`src/rtl/stopwatch_pkg.sv`:
```
// Shared types and constants for the tick_stopwatch core.
// The optional lap feature is enabled by defining STOPWATCH_LAP_EN.
package stopwatch_pkg;

    typedef enum logic [1:0] {
        StIdle,
        StRun,
        StPause
    } sw_state_e;

    typedef logic [3:0] bcd_digit_t;

    typedef struct packed {
        bcd_digit_t min_tens;
        bcd_digit_t min_ones;
        bcd_digit_t sec_tens;
        bcd_digit_t sec_ones;
    } bcd_time_t;

    localparam bcd_digit_t SecOnesMax = 4'd9;
    localparam bcd_digit_t SecTensMax = 4'd5;
    localparam bcd_digit_t MinOnesMax = 4'd9;
    localparam bcd_digit_t MinTensMax = 4'd5;

    localparam int unsigned WD_LIMIT_DEFAULT = 1_200_000;
    localparam int unsigned WdWidth          = 21;

    // Returns {carry, next_digit}; any value at or above max wraps to zero.
    function automatic logic [4:0] bcd_inc(input bcd_digit_t d, input bcd_digit_t max);
        logic [4:0] res;
        if (d >= max) begin
            res = {1'b1, 4'd0};
        end else begin
            res = {1'b0, d + 4'd1};
        end
        return res;
    endfunction

endpackage

```
`src/rtl/tick_edge_sync.sv`:
```
// Two-flop synchronizer plus delay flop for a slow divided wave, giving the
// synchronized level and a registered one-cycle rising-edge pulse.
module tick_edge_sync (
    input  logic mclk,
    input  logic rst_n,
    input  logic async_i,
    output logic level_o,
    output logic rise_o
);

    logic meta_q, sync_q, dly_q, rise_q;

    always_ff @(posedge mclk) begin
        if (!rst_n) begin
            meta_q <= 1'b0;
            sync_q <= 1'b0;
            dly_q  <= 1'b0;
            rise_q <= 1'b0;
        end else begin
            meta_q <= async_i;
            sync_q <= meta_q;
            dly_q  <= sync_q;
            rise_q <= sync_q & ~dly_q;
        end
    end

    assign level_o = sync_q;
    assign rise_o  = rise_q;

endmodule

```
`src/rtl/tick_stopwatch.sv`:
```
// MM:SS BCD stopwatch driven by synchronized 1 Hz / 2 Hz divider waves, with a
// start/stop/clear FSM and a lost-tick watchdog. Lap capture: STOPWATCH_LAP_EN.
module tick_stopwatch
    import stopwatch_pkg::*;
#(
    parameter int unsigned WD_LIMIT = WD_LIMIT_DEFAULT
) (
    input  logic        mclk,
    input  logic        rst_n,
    input  logic        clk_1hz_in,
    input  logic        clk_2hz_in,
    input  logic        start,
    input  logic        stop,
    input  logic        clear,
    output logic        running,
    output logic        sec_tick,
    output logic [15:0] time_bcd,
    output logic        ovf,
    output logic        blink,
    output logic        tick_lost
`ifdef STOPWATCH_LAP_EN
    ,
    input  logic        lap,
    output logic        lap_valid,
    output logic [15:0] lap_bcd
`endif
);

    localparam logic [WdWidth-1:0] WdLimit = WdWidth'(WD_LIMIT);

    logic lvl_1hz, rise_1hz, lvl_2hz, rise_2hz;

    tick_edge_sync u_sync_1hz (
        .mclk    (mclk),
        .rst_n   (rst_n),
        .async_i (clk_1hz_in),
        .level_o (lvl_1hz),
        .rise_o  (rise_1hz)
    );

    tick_edge_sync u_sync_2hz (
        .mclk    (mclk),
        .rst_n   (rst_n),
        .async_i (clk_2hz_in),
        .level_o (lvl_2hz),
        .rise_o  (rise_2hz)
    );

    // Only the 1 Hz edge and the 2 Hz level are consumed.
    logic unused_sync;
    assign unused_sync = lvl_1hz ^ rise_2hz;

    // ---------------- control FSM ----------------
    sw_state_e state_q, state_d;

    always_comb begin
        state_d = state_q;
        if (clear) begin
            state_d = StIdle;
        end else if (stop) begin
            if (state_q == StRun) state_d = StPause;
        end else if (start) begin
            if (state_q != StRun) state_d = StRun;
        end
    end

    always_ff @(posedge mclk) begin
        if (!rst_n) state_q <= StIdle;
        else        state_q <= state_d;
    end

    // ---------------- BCD counter ----------------
    bcd_time_t  time_q, time_d, time_inc;
    logic       ovf_q, ovf_d;
    logic       count_en;
    logic [4:0] so_n, st_n, mo_n, mt_n;
    logic       c_st, c_mo, c_mt, wrap;

    assign count_en = rise_1hz && (state_q == StRun) && !clear;

    always_comb begin
        so_n = bcd_inc(time_q.sec_ones, SecOnesMax);
        st_n = bcd_inc(time_q.sec_tens, SecTensMax);
        mo_n = bcd_inc(time_q.min_ones, MinOnesMax);
        mt_n = bcd_inc(time_q.min_tens, MinTensMax);

        c_st = so_n[4];
        c_mo = c_st & st_n[4];
        c_mt = c_mo & mo_n[4];
        wrap = c_mt & mt_n[4];

        time_inc.sec_ones = so_n[3:0];
        time_inc.sec_tens = c_st ? st_n[3:0] : time_q.sec_tens;
        time_inc.min_ones = c_mo ? mo_n[3:0] : time_q.min_ones;
        time_inc.min_tens = c_mt ? mt_n[3:0] : time_q.min_tens;
    end

    always_comb begin
        time_d = time_q;
        ovf_d  = ovf_q;
        if (clear) begin
            time_d = '0;
            ovf_d  = 1'b0;
        end else if (count_en) begin
            time_d = time_inc;
            if (wrap) ovf_d = 1'b1;
        end
    end

    always_ff @(posedge mclk) begin
        if (!rst_n) begin
            time_q <= '0;
            ovf_q  <= 1'b0;
        end else begin
            time_q <= time_d;
            ovf_q  <= ovf_d;
        end
    end

    // ---------------- watchdog ----------------
    logic [WdWidth-1:0] wd_q, wd_d;

    always_comb begin
        wd_d = wd_q;
        if (rise_1hz) begin
            wd_d = '0;
        end else if (wd_q != {WdWidth{1'b1}}) begin
            wd_d = wd_q + 1'b1;
        end
    end

    always_ff @(posedge mclk) begin
        if (!rst_n) wd_q <= '0;
        else        wd_q <= wd_d;
    end

    // ---------------- lap capture ----------------
`ifdef STOPWATCH_LAP_EN
    bcd_time_t lap_q, lap_d;
    logic      lap_valid_q, lap_valid_d;

    // Captures the pre-increment count, so a lap on a tick sees the old time.
    always_comb begin
        lap_d       = lap_q;
        lap_valid_d = lap_valid_q;
        if (clear) begin
            lap_d       = '0;
            lap_valid_d = 1'b0;
        end else if (lap && (state_q == StRun)) begin
            lap_d       = time_q;
            lap_valid_d = 1'b1;
        end
    end

    always_ff @(posedge mclk) begin
        if (!rst_n) begin
            lap_q       <= '0;
            lap_valid_q <= 1'b0;
        end else begin
            lap_q       <= lap_d;
            lap_valid_q <= lap_valid_d;
        end
    end

    assign lap_valid = lap_valid_q;
    assign lap_bcd   = lap_q;
`endif

    // ---------------- outputs ----------------
    assign running   = (state_q == StRun);
    assign sec_tick  = rise_1hz;
    assign time_bcd  = time_q;
    assign ovf       = ovf_q;
    assign blink     = (state_q == StPause) ? lvl_2hz : 1'b1;
    assign tick_lost = (wd_q >= WdLimit);

endmodule
```
`config.mk`:
```
export PLATFORM = sky130hd
export DESIGN_NAME = tick_stopwatch
export DESIGN_NICKNAME = d
export VERILOG_FILES = /design/src/rtl/stopwatch_pkg.sv /design/src/rtl/tick_edge_sync.sv /design/src/rtl/tick_stopwatch.sv
export SDC_FILE = /design/constraint.sdc
export NUM_CORES = 1
export LEC_CHECK = 0
export BUFFER_PORTS_ARGS = -buffer_cell sky130_fd_sc_hd__buf_4
export CAP_MARGIN = 20
export CORE_ASPECT_RATIO = 0.7
export CORE_UTILIZATION = 50
export CTS_BUF_LIST = sky130_fd_sc_hd__clkbuf_4
export CTS_CLUSTER_DIAMETER = 200
export DETAILED_ROUTE_END_ITERATION = 10
export GPL_ROUTABILITY_DRIVEN = 0
export GPL_TIMING_DRIVEN = 1
export PLACE_DENSITY = 0.73
export RECOVER_POWER = 25
export SYNTH_ARGS = -nofsm -noshare
export SYNTH_HDL_FRONTEND = slang
export SYNTH_SLANG_ARGS = --single-unit
```
`constraint.sdc`:
```
create_clock -name mclk -period 2 [get_ports mclk]
set_clock_uncertainty 0.15 [all_clocks]
set_input_delay 0.4 -clock mclk [delete_from_list [all_inputs] [get_ports mclk]]
set_output_delay 0.4 -clock mclk [all_outputs]
set_load 0.02 [all_outputs]
```
**Yosys cells after proc, flatten, opt, wreduce, memory -nomap -nowiden**

Index checks and enable logic that the tools add are counted.

- Bitwise operators: 6
- Order comparisons: 5
- Add/subtract/negate cells: 5
- Multiplexer cells: 9
- Reductions and logical operators: 12
- Equality and inequality tests: 5

Operators by type and width:

| operator | count |
|---|---|
| adder 21 x 1 -> 21 bit (second input constant) | 1 |
| greater-or-equal comparator 21 bit (second input constant) | 1 |
| inequality test 21 bit (second input constant) | 1 |
| 2-to-1 mux 5 bit | 4 |
| adder 4 x 1 -> 4 bit (second input constant) | 4 |
| greater-or-equal comparator 4 x 3 -> 1 bit (second input constant) | 2 |
| greater-or-equal comparator 4 bit (second input constant) | 2 |
| 2-to-1 mux 2 bit | 4 |
| AND reduction 2 bit | 4 |
| AND 1 bit | 4 |
| inequality test 2 x 1 -> 1 bit (second input constant) | 2 |
| nonzero test 2 bit | 2 |
| OR reduction 2 bit | 2 |
| AND reduction 3 bit | 1 |
| == test 2 x 1 -> 1 bit (second input constant) | 1 |
| == test 2 bit (second input constant) | 1 |
| logical AND 1 bit | 2 |
| NOT 1 bit | 2 |
| logical NOT 1 bit | 1 |
| 2-to-1 mux 1 bit | 1 |

- Output and inout port bits: 21
- Input port bits: 7
- Register bits: 46
- Logic and storage cells: 55

**Longest topological paths before layout**

Gate-level depths: netlist (run 1).

- Word-level depth: 6
- Mapped depth: 7
- Mapped depth without buffers: 6

**Hierarchy**

A second synthesis (run 1) with hierarchy kept.

- Cell total of the unflattened synthesis: 291
- Area, all modules: 2541.2 um2

By module, submodules not included:

| module | instances | cells an instance | area each (um2) | seq. area each (um2) |
|---|---|---|---|---|
| tick_stopwatch | 1 | 275 | 2318.5 | 800.8 |
| tick_edge_sync | 2 | 8 | 111.4 | 80.1 |

**Worst setup path after synthesis (run 1)**

No wires, ideal clock.

- Kind: register -> register
- Start point: register time_q, in the netlist time_bcd[1]
- End point: register ovf_q, in the netlist ovf
- Data required time: 1.735 ns
- Cell stages (with the launch flop): 8
- Slack: -0.045 ns
- Clock period less this slack: 2.045 ns
- Path buffers: 1
- Library setup time: 0.115 ns
- Arrival: 1.780 ns
- Cell sequence: dfxtp_1 inv_1 ha_1 or3b_2 nand3_1 buf_2 nor4_1 o21a_1

- Cells in the longest elaborated chain, start to end: 6

Ends and longest elaborated chain:

| element | RTL line | RTL |
|---|---|---|
| start, declared | tick_stopwatch.sv:73 | `bcd_time_t time_q, time_d, time_inc;` |
| start signal, assigned | tick_stopwatch.sv:115 | `time_q <= time_d;` |
| greater-or-equal comparator 4 bit | stopwatch_pkg.sv:31 | `if (d >= max) begin` |
| 2-to-1 mux 5 bit | stopwatch_pkg.sv:31 |  |
| AND 1 bit | tick_stopwatch.sv:88 | `c_mo = c_st & st_n[4];` |
| AND 1 bit | tick_stopwatch.sv:89 | `c_mt = c_mo & mo_n[4];` |
| AND 1 bit | tick_stopwatch.sv:90 | `wrap = c_mt & mt_n[4];` |
| AND reduction 2 bit (no source line) | -- |  |
| end signal, assigned | tick_stopwatch.sv:116 | `ovf_q <= ovf_d;` |
| end, declared | tick_stopwatch.sv:74 | `logic ovf_q, ovf_d;` |

Every way passes these cells.
A chain may end at the register's enable or synchronous reset.

**Final worst setup path (run 1)**

- Start point: register wd_q[8]
- End point: output port tick_lost

- Cells in the longest elaborated chain, start to end: 1

Ends and longest elaborated chain:

| element | RTL line | RTL |
|---|---|---|
| start, declared | tick_stopwatch.sv:121 | `logic [WdWidth-1:0] wd_q, wd_d;` |
| start signal, assigned | tick_stopwatch.sv:134 | `else wd_q <= wd_d;` |
| greater-or-equal comparator 21 bit | tick_stopwatch.sv:175 | `assign tick_lost = (wd_q >= WdLimit);` |
| end, declared | tick_stopwatch.sv:20 | `output logic tick_lost` |

Every way passes these cells.

==> results of run 1 <==
[power by group]
part	leakage [nW]	internal [mW]	switching, mW	total (mW)
clock	0.0419	0.277	0.311	0.589
sequential	0.377	0.925	0.00591	0.931
combinational	0.683	0.0312	0.0428	0.0740
[flip-flops by register name, summed over array words and instances (netlist names)]
name,flops
ovf,1
u_sync_1hz.meta_q,1
u_sync_1hz.dly_q,1
u_sync_1hz.rise_o,1
state_q,2
u_sync_1hz.level_o,1
u_sync_2hz.level_o,1
time_bcd,16
wd_q,21
u_sync_2hz.meta_q,1
[worst max-delay path: cells and delay by family, from the launching register on]
family                 cells  cell delay (ns)
buffers and inverters      2             0.30
flip-flops                 1             0.35
AND/OR/NAND/NOR            1             0.06
AO/OA/AOI/OAI              2             0.53
[final timing paths]
| check | to | slack (ns) | depth (start not counted) |
|---|---|---|---|
| setup reg to reg | wd_q[19]$_SDFFE_PP0P_ | 0.04 | 7 |
| setup / recovery | tick_lost | -0.15 | 5 |
| hold reg to reg | u_sync_1hz.rise_o$_SDFF_PN0_ | 0.24 | 1 |
| hold / removal | u_sync_2hz.meta_q$_SDFF_PN0_ | 0.08 | 2 |
[cells in the final DEF (no fill, tap or decap), drive strengths merged, types with 4 or more instances in the layout]
cell type,netlist,routed
buf,7,48
dfxtp,46,46
nand2,29,29
a21oi,26,26
inv,17,17
nand4,15,15
o21ai,15,15
ha,14,14
clkbuf,5,14
nor2,10,10
nand2b,10,10
a211oi,10,10
nand3,9,9
a2111o,6,6
and3,6,6
nor3,6,6
o31ai,6,6
and2,6,6
mux2i,5,5
nor2b,4,4
a31oi,4,4
[cells by family (layout without fill, tap and decap cells)]
family	count (synthesis)	after routing	share of synthesized area [%]
compound gates	79	79	21.8
mux	5	5	2.07
buf+inv	29	81	5.18
xor+xnor	2	2	0.725
fa+ha+maj	14	14	7.25
simple gates	108	108	24.9
flops	46	46	38.1
[timing repair]
item                                    4_1_cts  5_1_grt
resized for setup                             9       13
setup buffers                                 5        1
pin swaps                                     3        5
endpoints found under the setup margin       15       30
[layout make-up]
cell class                      instances  area share [%]
Multi-Input combinational cell        208            47.8
Sequential cell                        46            31.6
Timing Repair Buffer                   56            13.3
Tap cell                               55            2.32
Inverter                               17            2.15
Clock buffer                            6            1.52
Clock inverter                          2            1.27
[stage by stage]
step	cells	setup TNS [ns]	hold WS (ns)
after floorplan	283	0	0.217
after CTS	389	-0.148	0.0713
after global routing	390	-0.262	0.0717
after detailed placement	376	-0.112	0.225
after global placement	376	0	0.225
final	390	-0.148	0.0825
[per-layer routing]
layer,share of wire [%],vias to the layer above,track usage [%],wire length (um)
li1,-,1159,-,-
met3,5.0,5,4.83,273
met5,0,-,0,0
met1,53,1039,33.9,2910
met2,41,56,32.6,2220
met4,1.0,0,8.23,55
==> flow_metrics.py, run 1 <==
metrics = {
    "outcome": {
        "status": "finished with violations",
        "violations": "setup timing",
    },
    "setup_path": {
        "path_class": "reg2out",
        "path_max_fanout": 5,
        "end_kind": "output port",
        "crit_path_frequent_cell": "buf_4",
        "cpMaxStageDelayCell": "a311o_1",
        "crit_chain": "buf_4, a311o_1, a21oi_2, nor3_2, buf_4",
        "r2r-start": "wd_q[1]$_SDFFE_PP0P_",
        "cpPeakStageDelay_ns": 0.38,
        "startpoint": "wd_q[8]$_SDFFE_PP0P_",
        "arrival_ns": 1.60,
        "crit_path_start_kind": "flop",
        "required_ns": 1.45,
    },
    "final_layout": {
        "design_area_sq_mm": 0.00296,
        "final_core_util_pct": 66.2,
        "areaGrowthSynthToFinish_pct": 22.7,
        "seq_area_sq_um": 937,
        "multiInputGateArea_sq_mm": 0.00142,
        "diodes": 0,
        "layout-drive-gt1-share_pct": 23.9,
        "fin_nets": 355,
        "n_fill_cell": 362,
    },
    "synth": {
        "synth_nets": 304,
        "synth.top_cell.area_share_pct": 38.1,
        "synth_cells": 283,
        "seq_area_frac_synth_pct": 38.1,
        "synthTopCellsByArea": "dfxtp_1 38%, ha_1 7.3%, a21oi_1 5.4%, nand2_1 4.4%, nand4_1 3.6%",
        "yosys_warnings": 0,
        "synth_area_sq_mm": 0.00242,
        "synth_edf_count": 0,
        "synth_commonest_cells": "46 x dfxtp_1, 28 x nand2_1, 26 x a21oi_1, 17 x inv_1",
        "yosysUniqueCellTypes": 49,
        "yosysTopAreaCell": "dfxtp_1",
        "syn_area_per_cell_sq_um": 8.54,
        "ys.flop_type": "dfxtp_1",
        "yosysMostFrequentCell": "dfxtp_1",
        "ys_ff_latch": 46,
        "ys_async_sr_fraction_pct": 0,
    },
    "global_routing": {
        "grt_pass1_vias": 1951,
        "grt_pass1_wl_um": 9180,
        "grt.total_usage_pct": 22.9,
        "grt_max_degree": 22,
        "grt-ovfl-total": 0,
        "grt_antenna_before_repair": 0,
    },
    "detailed_routing": {
        "vias": 2259,
        "first_pass_iters": 4,
        "ant_nets": 0,
        "drcViolationCount": 0,
        "drt_iter0_drc": 177,
        "wire_per_inst_um": 14.0,
        "routed_wl_um": 5460,
        "detail_route.vias_per_cell": 5.79,
    },
    "power_and_ir_drop": {
        "finalPower_mw": 1.59,
        "max-vdd-ir-drop_uv": 394,
        "power_leakage_nw": 1.10,
        "powerDensity_mw_per_mm2": 538,
    },
    "timing": {
        "maxSlewViolCount": 0,
        "period_minus_slack_ns": 2.15,
        "worst_pin_slew_ns": 0.607,
        "fmax_mhz": 466,
        "relSlewSlack_pct": 59.5,
        "min_period_over_period_pct": 107,
        "layout_setup_ws_ns": -0.148,
        "setup-violations-final": 1,
        "hold_viol_final": 0,
        "rsz0062_at_grt": "true",
    },
    "floorplanning": {
        "ios": 28,
        "start_util_pct": 53.9,
        "row_count": 20,
        "die_w_um": 85.1,
        "fp.coreArea_sq_mm": 0.00448,
        "die_area_sq_mm": 0.00512,
        "die_h_um": 60.2,
    },
    "clock_tree": {
        "cts-root-buf": "clkbuf_4",
        "cts.sink_count": 46,
        "path_clk_slew_ns": 0.13,
        "cts_max_level": 2,
        "hold_buffers": 0,
        "cts_made_buffers": 5,
        "cts_buffer_depth": 2,
        "cts_tree": "yes",
        "clk_latency_ns": 0.37,
    },
    "run": {
        "maxCapViolCount": 0,
    },
    "hold_path": {
        "min_path_type": "in2reg",
        "hold_start": "clk_2hz_in",
    },
    "place": {
        "portBuffers": 27,
        "dp_hpwl_um": 3830,
        "place_area_sq_mm": 0.00280,
        "pre_cts_slack_ns": -0.0336,
    },
}
Note: power is estimated with default switching activity, not from simulation.
==> inputs of run 2 (changes only) <==
--- a/config.mk
+++ b/config.mk
@@ -5,6 +5,7 @@
 export SDC_FILE = /design/constraint.sdc
 export NUM_CORES = 1
 export LEC_CHECK = 0
+export ABC_AREA = 1
 export BUFFER_PORTS_ARGS = -buffer_cell sky130_fd_sc_hd__buf_4
 export CAP_MARGIN = 20
 export CORE_ASPECT_RATIO = 0.7
==> run 2 against run 1 <==
- the flow still finishes with violations (setup timing)
- global-route usage shrank 1.5 points
- area after synthesis increased by 3.2%
- clock power shrank 23%
- die area rose by 3.1%
- design area decreased by 2.1%
- register-to-register slack better by 0.12 ns
- critical path type unchanged
- largest cell class unchanged
==> flow_metrics.py, run 2 <==
metrics = {
    "timing": {
        "period_minus_slack_ns": 2.07,
        "fmax_mhz": 482,
        "maxSlewViolCount": 0,
        "setup-violations-final": 1,
        "rsz0062_at_grt": "true",
        "hold_viol_final": 0,
        "min_period_over_period_pct": 104,
        "setup_tns_ns": -0.0735,
        "relSlewSlack_pct": 68.7,
        "holdWs_ns": 0.0470,
        "worst_pin_slew_ns": 0.465,
        "layout_setup_ws_ns": -0.0735,
    },
    "power_and_ir_drop": {
        "max-vdd-ir-drop_uv": 334,
        "power_leakage_nw": 1.31,
        "finalPower_mw": 1.46,
        "powerDensity_mw_per_mm2": 503,
    },
    "synth": {
        "seq_area_frac_synth_pct": 36.9,
        "synthAdderAreaFrac_pct": 7.02,
        "synth_area_sq_mm": 0.00249,
        "yosys_warnings": 0,
        "synth_nets": 375,
        "ys.flop_type": "dfxtp_1",
        "syn_area_per_cell_sq_um": 7.04,
        "synth_top_family_by_area": "simple AND/OR/NAND/NOR gates",
        "yosys.area_share.simple_pct": 35.3,
        "synth_cells": 354,
        "synth_compound_area_share_pct": 7.98,
        "synth_mux_area_share_pct": 0,
        "synth_xor_area_share_pct": 2.46,
        "synth_commonest_cells": "82 x nand2_1, 58 x inv_1, 46 x dfxtp_1, 41 x nor2_1, 29 x nand3_1",
        "synthTopCellsByArea": "dfxtp_1 37%, nand2_1 12%, inv_1 8.7%, ha_1 7.0%, nor2_1 6.2%",
        "synth.top_cell.area_share_pct": 36.9,
        "yosysMostFrequentCell": "nand2_1",
        "yosysTopAreaCell": "dfxtp_1",
        "yosysUniqueCellTypes": 33,
        "ys_ff_latch": 46,
        "synth_edf_count": 0,
        "ys_async_sr_fraction_pct": 0,
    },
    "final_layout": {
        "largest_register_ffs": 21,
        "regMostFlops": "wd_q",
        "design_area_sq_mm": 0.00290,
        "final_common_cell": "nand2_1",
        "final_cells": 464,
        "fin_nets": 415,
        "final_core_util_pct": 60.7,
        "multiInputGateArea_sq_mm": 0.00136,
        "layout-drive-gt1-share_pct": 17.7,
        "seq_area_sq_um": 932,
        "n_fill_cell": 478,
        "diodes": 0,
        "areaGrowthSynthToFinish_pct": 16.4,
        "mostFrequentLayoutCells": "79 x nand2_1, 58 x inv_1, 41 x dfxtp_1",
    },
    "global_routing": {
        "grt_antenna_before_repair": 0,
        "grt_pass1_vias": 1831,
        "grt-ovfl-total": 0,
        "grt.total_usage_pct": 21.4,
        "grt_pass1_wl_um": 8540,
        "grt_max_degree": 20,
    },
    "floorplanning": {
        "row_count": 21,
        "die_h_um": 61.1,
        "start_util_pct": 52.1,
        "die_w_um": 86.4,
        "die_area_sq_mm": 0.00528,
        "ios": 28,
        "fp.coreArea_sq_mm": 0.00478,
    },
    "setup_path": {
        "cpPeakStageDelay_ns": 0.39,
        "cpMaxStageDelayCell": "dfxtp_2",
        "critical-path-top-delay-family": "simple AND/OR/NAND/NOR gates",
        "path_class": "reg2out",
        "path_max_fanout": 3,
        "end_kind": "output port",
        "crit_chain": "nand2_4, nor2_4, nand2_2, a31oi_4, nor2_2, nor2_1, buf_4",
        "critPathBufInv": 1,
        "required_ns": 1.45,
        "crit_path_start_kind": "flop",
        "arrival_ns": 1.52,
    },
    "detailed_routing": {
        "ant_nets": 0,
        "first_pass_iters": 5,
        "routed_wl_um": 5410,
        "drt_iter0_drc": 131,
        "detail_route.vias_per_cell": 4.92,
        "vias": 2281,
        "drcViolationCount": 0,
        "wire_per_inst_um": 11.7,
    },
    "run": {
        "maxCapViolCount": 0,
    },
    "clock_tree": {
        "cts_made_buffers": 5,
        "cts-root-buf": "clkbuf_4",
        "path_clk_slew_ns": 0.14,
        "cts.sink_count": 46,
        "cts_max_level": 2,
        "clk_latency_ns": 0.37,
        "cts_buffer_depth": 2,
        "cts_tree": "yes",
    },
    "place": {
        "dp_hpwl_um": 4100,
        "place_area_sq_mm": 0.00281,
        "dp.cells": 454,
        "pre_cts_slack_ns": 0.101,
        "portBuffers": 27,
    },
    "hold_path": {
        "min_path_type": "in2reg",
    },
    "outcome": {
        "violations": "setup timing",
        "status": "finished with violations",
    },
}
-- run 2: cell types whose count changed after synthesis, sizes merged, moves of 9 or more --
cell / before / now
nand2: 29 / 86
nand3: 9 / 32
inv: 17 / 61
a211oi: 10 / 1
nand2b: 10 / 0
nor2: 10 / 47
a21oi: 26 / 13
-- run 2: routing by layer --
| metal | vias up | share of wire, % | track usage (%) |
|---|---|---|---|
| met5 | - | 0 | 0 |
| met4 | 0 | 1.3 | 7.86 |
| met3 | 8 | 4.8 | 4.02 |
| met2 | 55 | 38 | 29.1 |
| met1 | 1019 | 55 | 33.3 |
| li1 | 1199 | - | - |
-- run 2: worst min-delay path, cell delays in order --
cell and delay, ns:
buf_4 0.08, nand2_1 0.04, inv_1 0.04
-- run 2: report_power, final --
| group | switching (mW) | total (mW) | internal [mW] |
|---|---|---|---|
| Sequential | 0.00612 | 0.931 | 0.925 |
| Clock | 0.316 | 0.453 | 0.137 |
| Combinational | 0.0471 | 0.0761 | 0.0290 |
| Total | 0.369 | 1.46 | 1.09 |
-- run 2: final cells by class --
class / instances / share of cell area, %
multi-input cells: 243 / 46.8
clock inverters: 3 / 0.733
flip-flops and latches: 46 / 32.1
well taps: 69 / 2.98
repair buffers: 36 / 8.02
inverters: 62 / 8.02
clock buffers: 5 / 1.29
-- run 2: repair_timing --
action                                  in CTS  in global routing
pin swaps                                    2                  4
resized for setup                            6                 11
setup buffers                                1                  1
hold buffers                                 0                  0
endpoints found under the setup margin       1                  7
-- run 2: path summary, 6_finish.rpt --
path / slack (ns) / to / startpoint / cells past startpoint
max: -0.07 / tick_lost / wd_q[8]$_SDFFE_PP0P_ / 7
min: 0.05 / u_sync_1hz.meta_q$_SDFF_PN0_ / clk_1hz_in / 3
max reg2reg: 0.16 / time_bcd[15]$_SDFFE_PP0P_ / time_bcd[5]$_SDFFE_PP0P_ / 7
min reg2reg: 0.25 / u_sync_1hz.rise_o$_SDFF_PN0_ / u_sync_1hz.dly_q$_SDFF_PN0_ / 1
-- run 2: logic make-up (layout without fill, tap and decap cells) --
| family | after synthesis | count (layout) |
|---|---|---|
| flip-flops | 46 | 46 |
| buffers and inverters | 65 | 106 |
| AO/OA/AOI/OAI | 34 | 34 |
| adder cells (fa/ha/maj) | 14 | 14 |
| XOR/XNOR | 7 | 7 |
| AND/OR/NAND/NOR | 188 | 188 |
==> inputs of run 3 (changes only) <==
--- a/config.mk
+++ b/config.mk
@@ -15,7 +15,7 @@
 export DETAILED_ROUTE_END_ITERATION = 10
 export GPL_ROUTABILITY_DRIVEN = 0
 export GPL_TIMING_DRIVEN = 1
-export PLACE_DENSITY = 0.73
+export PLACE_DENSITY_LB_ADDON = 0.12
 export RECOVER_POWER = 25
 export SYNTH_ARGS = -nofsm -noshare
 export SYNTH_HDL_FRONTEND = slang
==> run 3 against run 2 <==
- the flow now finishes without violations
- largest cell class unchanged
- setup slack better by 0.093 ns
- non-clock buffer count unchanged
- wire length is 2.3% lower
- largest power group unchanged
- combinational power rose by 2%
- highest routed layer unchanged
- critical endpoint unchanged
- count of clock-buffer cells in the layout did not move
- power is 16% higher
- global-route usage is essentially flat
==> flow_metrics.py, run 3 (synthesized netlist as in run 2, its figures left out) <==
metrics = {
    "outcome": {
        "status": "completed",
    },
    "detailed_routing": {
        "ant_nets": 0,
        "first_pass_iters": 4,
        "vias": 2259,
        "drt_iter0_drc": 96,
        "drcViolationCount": 0,
        "detail_route.vias_per_cell": 4.87,
        "routed_wl_um": 5290,
        "wire_per_inst_um": 11.4,
    },
    "timing": {
        "setup-violations-final": 0,
        "layout_setup_ws_ns": 0.0198,
        "relSlewSlack_pct": 77.5,
        "hold_viol_final": 0,
        "maxSlewViolCount": 0,
        "fmax_mhz": 505,
        "rsz0062_at_grt": "true",
        "min_period_over_period_pct": 99.0,
        "period_minus_slack_ns": 1.98,
        "worst_pin_slew_ns": 0.335,
        "holdWs_ns": 0.0755,
    },
    "setup_path": {
        "arrival_ns": 1.43,
        "crit_path_start_kind": "flop",
        "path_max_fanout": 4,
        "critPathBufInv": 1,
        "cpPeakStageDelay_ns": 0.40,
        "required_ns": 1.45,
        "end_kind": "output port",
        "cpMaxStageDelayCell": "dfxtp_4",
        "critical-path-top-delay-family": "flip-flops",
        "crit_chain": "nand2_4, nor2_4, nand2_1, a31oi_1, nor2_1, nor2_1, buf_4",
        "crit_path_frequent_cell": "nor2_1",
        "path_class": "reg2out",
    },
    "clock_tree": {
        "cts_made_buffers": 5,
        "cts_max_level": 2,
        "cts_buffer_depth": 2,
        "hold_buffers": 0,
        "cts_tree": "yes",
        "path_clk_slew_ns": 0.14,
        "cts-root-buf": "clkbuf_4",
        "clk_latency_ns": 0.35,
        "cts.sink_count": 46,
    },
    "run": {
        "maxCapViolCount": 0,
    },
    "final_layout": {
        "fin_nets": 415,
        "regMostFlops": "wd_q",
        "final_common_cell": "nand2_1",
        "mostFrequentLayoutCells": "79 x nand2_1, 59 x inv_1, 42 x dfxtp_1",
        "final_cells": 464,
        "areaGrowthSynthToFinish_pct": 17.6,
        "layout-drive-gt1-share_pct": 16.7,
        "diodes": 0,
        "largest_register_ffs": 21,
    },
    "floorplanning": {
        "die_area_sq_mm": 0.00528,
        "die_w_um": 86.4,
        "row_count": 21,
        "fp.coreArea_sq_mm": 0.00478,
        "start_util_pct": 52.1,
        "ios": 28,
        "die_h_um": 61.1,
    },
    "place": {
        "pre_cts_slack_ns": 0.190,
        "portBuffers": 27,
        "dp.cells": 455,
        "dp_hpwl_um": 4020,
    },
    "hold_path": {
        "min_path_type": "in2reg",
    },
    "global_routing": {
        "grt-ovfl-total": 0,
        "grt_pass1_vias": 1850,
        "grt_antenna_before_repair": 0,
        "grt_pass1_wl_um": 8620,
        "grt.total_usage_pct": 21.4,
        "grt_max_degree": 20,
    },
    "power_and_ir_drop": {
        "powerDensity_mw_per_mm2": 578,
        "finalPower_mw": 1.70,
        "power_leakage_nw": 1.36,
        "max-vdd-ir-drop_uv": 396,
    },
}
==> run 3: changes by cell type in the layout (fill, tap and decap cells not counted), sizes merged <==
| cell | delta |
|---|---|
| buf | +2 |
| clkinv | -1 |
| clkbuf | -2 |
| bufinv | +2 |
| clkinvlp | -1 |
==> run 3: worst paths after layout <==
kind | start | endpoint | slack, ns | cells after the start
min | start | state_q[1]$_SDFFE_PP0P_ | 0.08 | 2
min reg2reg | u_sync_1hz.dly_q$_SDFF_PN0_ | u_sync_1hz.rise_o$_SDFF_PN0_ | 0.24 | 1
max | wd_q[8]$_SDFFE_PP0P_ | tick_lost | 0.02 | 7
max reg2reg | wd_q[1]$_SDFFE_PP0P_ | wd_q[13]$_SDFFE_PP0P_ | 0.18 | 8
==> run 3: final cells by class <==
type / count / area, sq um
Fill cell: 482 / 1850
Clock buffer: 5 / 37.5
Multi-Input combinational cell: 243 / 1340
Timing Repair Buffer: 36 / 240
Sequential cell: 46 / 933
Tap cell: 69 / 86.3
Clock inverter: 3 / 63.8
Inverter: 62 / 233
==> run 3: metrics by stage <==
step / cell area [sq um] / setup TNS (ns) / util (%)
final: 2930 / 0 / 61.3
after global routing: 2930 / -0.471 / 61.3
after CTS: 2930 / 0 / 61.4
after detailed placement: 2820 / 0 / 58.9
after global placement: 2820 / 0 / 58.9
after floorplan: 2490 / 0 / -
==> run 3: routing by layer <==
layer / track usage (%) / vias up / wire, um
met5: 0 / - / 0
met4: 5.48 / 0 / 31
met3: 6.03 / 4 / 421
met2: 28.6 / 65 / 1910
met1: 33.2 / 988 / 2930
li1: - / 1202 / -
==> run 3: timing repair <==
action	in CTS	in global routing
setup buffers	1	0
resized for setup	4	11
setup endpoints to repair	1	11
pin swaps	1	4
==> run 3: power by group <==
part           total (mW)  internal [mW]  switching [mW]
Clock               0.690          0.385           0.304
Sequential          0.929          0.923         0.00609
Combinational      0.0774         0.0301          0.0473
